### src/rtl/shift_add_mul_core.sv
// Iterative unsigned shift-and-add multiplier: one partial product per cycle, WIDTH RUN cycles then a one-cycle DONE.
// Result lands WIDTH edges after the accepting edge; start is ignored while busy (no queuing, no backpressure beyond busy).
module shift_add_mul_core #(
  parameter int WIDTH = 4
) (
  input  logic                 clk,
  input  logic                 rst_n,
  input  logic                 start,
  input  logic [WIDTH-1:0]     a,
  input  logic [WIDTH-1:0]     b,
  output logic [2*WIDTH-1:0]   product,
  output logic                 busy,
  output logic                 done
);

  localparam int CW = ($clog2(WIDTH) < 1) ? 1 : $clog2(WIDTH);
  localparam logic [CW-1:0] LAST = CW'(WIDTH - 1);

  typedef enum logic [1:0] {
    S_IDLE = 2'd0,
    S_RUN  = 2'd1,
    S_DONE = 2'd2
  } state_t;

  state_t              r_state;
  logic [2*WIDTH-1:0]  r_acc;
  logic [2*WIDTH-1:0]  r_mcand;
  logic [WIDTH-1:0]    r_mplier;
  logic [CW-1:0]       r_count;
  logic [2*WIDTH-1:0]  r_product;
  logic                r_busy;
  logic                r_done;
  logic [2*WIDTH-1:0]  w_acc_nxt;

  // Partial products never exceed a*b < 2^(2*WIDTH), so truncation is lossless.
  assign w_acc_nxt = r_mplier[0] ? (r_acc + r_mcand) : r_acc;

  always_ff @(posedge clk) begin
    if (!rst_n) begin
      r_state   <= S_IDLE;
      r_acc     <= '0;
      r_mcand   <= '0;
      r_mplier  <= '0;
      r_count   <= '0;
      r_product <= '0;
      r_busy    <= 1'b0;
      r_done    <= 1'b0;
    end else begin
      case (r_state)
        S_IDLE: begin
          r_done <= 1'b0;
          if (start) begin
            r_mcand  <= {{WIDTH{1'b0}}, a};
            r_mplier <= b;
            r_acc    <= '0;
            r_count  <= '0;
            r_busy   <= 1'b1;
            r_state  <= S_RUN;
          end else begin
            r_busy   <= 1'b0;
          end
        end
        S_RUN: begin
          r_acc    <= w_acc_nxt;
          r_mcand  <= r_mcand << 1;
          r_mplier <= r_mplier >> 1;
          r_count  <= r_count + 1'b1;
          // Fixed WIDTH iterations even when the multiplier runs out of ones.
          if (r_count == LAST) begin
            r_product <= w_acc_nxt;
            r_done    <= 1'b1;
            r_state   <= S_DONE;
          end
        end
        S_DONE: begin
          r_done  <= 1'b0;
          r_busy  <= 1'b0;
          r_state <= S_IDLE;
        end
        default: begin
          r_done  <= 1'b0;
          r_busy  <= 1'b0;
          r_state <= S_IDLE;
        end
      endcase
    end
  end

  assign product = r_product;
  assign busy    = r_busy;
  assign done    = r_done;

endmodule

### config.mk
export PLATFORM = sky130hd
export DESIGN_NAME = shift_add_mul_core
export DESIGN_NICKNAME = d
export VERILOG_FILES = /design/src/rtl/shift_add_mul_core.sv
export SDC_FILE = /design/constraint.sdc
export NUM_CORES = 1
export LEC_CHECK = 0
export BUFFER_PORTS_ARGS = -buffer_cell sky130_fd_sc_hd__buf_2
export CAP_MARGIN = 10
export CORE_MARGIN = 5
export CORE_UTILIZATION = 35
export DETAILED_ROUTE_END_ITERATION = 8
export PLACE_DENSITY = 0.64
export RECOVER_POWER = 50
export SLEW_MARGIN = 20
export SYNTH_ARGS = -nofsm -noshare
export SYNTH_HDL_FRONTEND = slang
export SYNTH_SLANG_ARGS = --single-unit
### constraint.sdc
create_clock -name clk -period 2.2 [get_ports clk]
set_input_delay 0.33 -clock clk [delete_from_list [all_inputs] [get_ports clk]]
set_output_delay 0.33 -clock clk [all_outputs]
set_load 0.01 [all_outputs]
Word-level counts from Yosys, hierarchy flattened

Cells that the tools add are included.
Widths: inputs -> output; s select.

Flip-flop bits (word level): 34
Bits in latches: 0
RAM bits: 0
Bits in read-only memories: 0
Bits of input ports: 11
Output and inout port bits: 10
Logic and storage cells: 34
Memories: 0

Add/sub/neg operators: 2
Multipliers: 0
Div/mod/pow operators: 0
Magnitude comparators: 0
Equal/unequal tests: 4
Shift-type cells: 0
Muxes and demuxes: 14
Bitwise gates (word level): 0
Reduce and logical (&&, ||, !) cells: 6

Operator list:

| operator            | count |
|---|---|
| $pmux 8 s2          | 2 |
| $mux 8              | 3 |
| $add 8x8->8         | 1 |
| $pmux 2 s2          | 2 |
| $pmux 4 s2          | 1 |
| $reduce_and 2->1    | 4 |
| $mux 2              | 3 |
| $mux 4              | 1 |
| $ne 2x2->1 const B  | 2 |
| $add 2x1->2 const B | 1 |
| $eq 2x1->1 const B  | 1 |
| $eq 2x2->1 const B  | 1 |
| $logic_not 2->1     | 1 |
| $pmux 1 s2          | 1 |
| $reduce_bool 2->1   | 1 |
| $mux 1              | 1 |

Longest topological paths before layout

Word-level depth: 3
Gate-level depth with buffers: 6

Worst setup path after synthesis

No wires, ideal clock.

Kind: register -> register
Start point: register r_acc[0]
End point: register r_product[6], in the netlist product[6]
Arrival time: 1.749 ns
Required time: 2.078 ns
Slack: 0.329 ns
Stages on the path, launching flop included: 7
Clock period less this slack: 1.871 ns
Cells stage by stage: dfxtp_1 ha_1 fa_1 a21o_1 a221oi_2 xnor2_1 o311a_1

Word-level cells in the longest chain between the ends: 2

Ends and longest elaborated chain:

| element                | line | RTL |
|---|---|---|
| from (decl)            | 26   | `logic [2*WIDTH-1:0] r_acc;` |
| from (signal assigned) | 64   | `r_acc <= w_acc_nxt;` |
| $add 8x8->8            | 36   | `assign w_acc_nxt = r_mplier[0] ? (r_acc + r_mcand) : r_acc;` |
| $mux 8                 | 36   |  |
| to (signal assigned)   | 70   | `r_product <= w_acc_nxt;` |
| to (decl)              | 30   | `logic [2*WIDTH-1:0] r_product;` |

No other way between the ends.
A chain may end at the register's enable or synchronous reset.

Worst setup path after layout

Same ends and word-level chain as after synthesis.

==> impl_summary.log <==
[metrics] status: finished, final reports clean
[metrics] core area: 0.00463 mm²
[metrics] number of buffers between clock root and the deepest sink: 2
[metrics] die outline area: 0.00616 mm²
[metrics] number of antenna violations at the first check in global routing: 0
[metrics] via count of the first global-routing pass: 1276
[metrics] instance count of the mapped netlist: 177
[metrics] mapped cell area: 0.00164 mm²
[metrics] accumulated negative setup slack: 0 ns
[metrics] vias per std cell: 5.38
[metrics] post-route standard cell area excluding fillers: 0.00192 mm²
[metrics] source-to-sink clock delay at the later pin of the worst-skew pair: 0.29 ns
[metrics] residual antenna-violating net count after detailed routing: 0
[metrics] worst hold path type: primary input to flip-flop
[metrics] number of hold-slack violations in the final timing report: 0
[metrics] WP data required: 2.38 ns
[metrics] gr usage total: 13.2%
[metrics] transition time at the pin with the least slew margin: 0.483 ns
[metrics] static leakage power: 0.819 nW
[metrics] Max IR drop VDD: 0.351 mV
[metrics] quantity of I/O buffers inserted on ports: 20
[metrics] count of placed standard cells including taps: 246
[metrics] maximum number of pins on one net before global-route repair: 15
[metrics] worst slack on hold paths: 0.280 ns
[metrics] DRC viols: 0
[metrics] overall overflow remaining after global route: 0
[metrics] dpl ws: 0.225 ns
[metrics] part of the total power dissipated in the clock network: 47.9%
[metrics] post-route insts no fill: 254
[metrics] post-layout util: 41.5%
[metrics] fin worst setup slack: 0.204 ns
[metrics] Register-to-Register Setup Slack: 0.20 ns
[metrics] net switching share of the total power: 22.0%
[metrics] net count of the mapped netlist: 197
[metrics] first-pass iteration count of the detailed router: 4
[metrics] cts bufs inserted: 5
[metrics] kind of start point of the critical path: flip-flop
[metrics] number of sinks handled by clock tree synthesis: 34
[metrics] effective utilization at floorplan: 35.4%
[metrics] Comb pwr share: 8.5%
[metrics] total net switching power: 329 µW
[metrics] arrival time worst endpoint: 2.18 ns
[metrics] power density cells: 779 mW/mm²
[metrics] Site Rows: 25
[metrics] highest clock frequency the design can meet: 501 MHz
[metrics] clock period minus final worst setup slack: 2.00 ns
[metrics] number of unique standard cell types used by synthesis: 45
[metrics] quantity of gates resized following cts: 0
[metrics] CP Max Fanout: 3
[metrics] Top FF cell, synth: dfxtp_1
[metrics] global placement routability congestion: 0.749
[metrics] count of warnings emitted by yosys: 0
[metrics] Int Pwr: 1.17 mW
[metrics] number of max-cap violations: 0
[metrics] buffers plus inverters on the worst setup path: 0
[metrics] detailed-route wire length per cell: 14.3 µm
[metrics] Clock Tree Root: clkbuf_8
[metrics] IO Count: 21
[metrics] relative max-transition margin: 67.7%
[metrics] Hold Buf Count CTS: 0
[metrics] wire length after detailed routing: 3630 µm
[metrics] final layout net count: 219
[metrics] first-pass GRT wire length: 6220 µm
[metrics] ys async rst share: 0%
[metrics] clock tree from TritonCTS: yes
[metrics] critical path's top delay family: compound AO/OA/AOI/OAI gates
[metrics] Slew Limit Fails: 0
[metrics] post-route clock period utilization: 90.7%
[metrics] Post-Route Skew: 0.00472 ns
[metrics] Post CTS Setup Buffer Count: 0
[metrics] post-synthesis area per instance: 9.27 µm²
[metrics] portion of the post-synthesis area used by sequential elements: 41.5%
[metrics] setup repair after global routing missed its margin: no
[metrics] number of design-rule violations left by the first detailed-router iteration: 87
[metrics] number of flops mapped to enable cells by yosys: 0
[metrics] share of post-route cells with drive strength above 1: 13.0%
[metrics] type of the worst setup path: flip-flop to flip-flop
[metrics] CP max-delay cell: fa_1
[metrics] Horiz. Die Dim: 78.5 µm
[metrics] hpwl dp: 2680 µm
[metrics] chip height: 78.5 µm
[metrics] final setup violation count: 0
[metrics] H-tree levels: 2
[metrics] total number of vias: 1366
[metrics] layout overhead on the synthesized area: 17.0%
[metrics] CP endpoint kind: flip-flop
[metrics] ordered list of cells on the worst path: ha_1 -> fa_1 -> a21o_1 -> a221oi_2 -> xnor2_1 -> o311a_1
[metrics] flops & latches, synth: 34
[metrics] final antenna diode count: 0
[metrics] sequential power share: 43.6%
[metrics] delay of the slowest cell on the worst path: 0.42 ns
[metrics] Power, Total: 1.50 mW
[metrics] post-place instance area: 0.00179 mm²
[metrics] clock edge transition at the registers on the reported setup and hold paths: 0.07 ns
[registers in the layout, indices dropped and copies added (netlist names)]
name      flops
done          1
r_state       2
r_count       2
product       8
r_mplier      4
r_acc         8
r_mcand       8
busy          1
[final timing paths]
check | start | to | cells past startpoint
max | r_acc[0]$_SDFFE_PN0P_ | product[6]$_SDFFE_PN0P_ | 6
min | b[3] | r_mplier[3]$_SDFFE_PN0P_ | 3
max reg2reg | r_acc[0]$_SDFFE_PN0P_ | product[6]$_SDFFE_PN0P_ | 6
min reg2reg | busy$_SDFFE_PN0N_ | busy$_SDFFE_PN0N_ | 2
[synthesized netlist by cell type, types with 3 or more instances]
master	count	area share (%)
a21o_1	3	1.4
a21oi_1	12	3.7
a22o_1	9	4.8
a311oi_1	5	2.7
buf_2	4	1.2
clkbuf_1	3	0.69
dfxtp_1	34	41
ha_1	8	6.1
mux2i_1	3	1.8
nand2_1	16	3.7
nand2b_1	6	2.3
nor2_1	21	4.8
nor3_1	4	1.2
o211ai_1	3	1.4
o2bb2ai_1	4	2.1
[cells in the final DEF (no fill, tap or decap), drive strengths merged, types with 5 or more instances in the layout]
cell type,synthesis,routed
dfxtp,34,34
clkbuf,3,16
a22o,9,9
a311oi,5,5
ha,8,8
buf,4,12
nand2,16,16
a21oi,12,12
nand2b,6,6
nor2,23,23
[final cells by class]
type,instances,area (µm²)
clock buffer,6,82.6
clock inverter,2,60.1
fill,476,2710
inverter,2,7.51
multi-input combinational,134,918
sequential,34,681
tap,54,67.6
timing repair buffer,22,103
[cell families (layout without fill, tap and decap cells)]
logic type               Yosys count  after routing  synth area share [%]
AO/OA/AOI/OAI                     56             56                  26.7
XOR/XNOR                           4              4                  2.14
adder cells (fa/ha/maj)            9              9                  7.32
buffers and inverters              9             32                  2.36
flip-flops                        34             34                  41.5
multiplexers                       4              4                  2.52
AND/OR/NAND/NOR                   61             61                  17.5
[power by group through the flow]
stage | registers, mW | clock network (mW) | logic [mW]
2_1_floorplan | 0.661 | 0 | 0.0945
3_3_place_gp | 0.666 | 0 | 0.128
3_5_place_dp | 0.667 | 0 | 0.128
4_1_cts | 0.652 | 0.735 | 0.129
5_1_grt | 0.654 | 0.778 | 0.146
6_report | 0.652 | 0.716 | 0.128
[worst reg2reg max path, stage by stage (launching register included)]
cell,delay [ns]
dfxtp_1,0.33
ha_1,0.25
fa_1,0.42
a21o_1,0.21
a221oi_2,0.24
xnor2_1,0.12
o311a_1,0.33
[layer usage]
layer,GRT usage [%],part of all wire [%],up-vias
met1,18.2,50,630
met2,18.2,44,24
li1,-,-,708
met5,0,0,-
met3,5.16,4.9,4
met4,4.90,1.1,0
(Power assumes the default switching activity.)
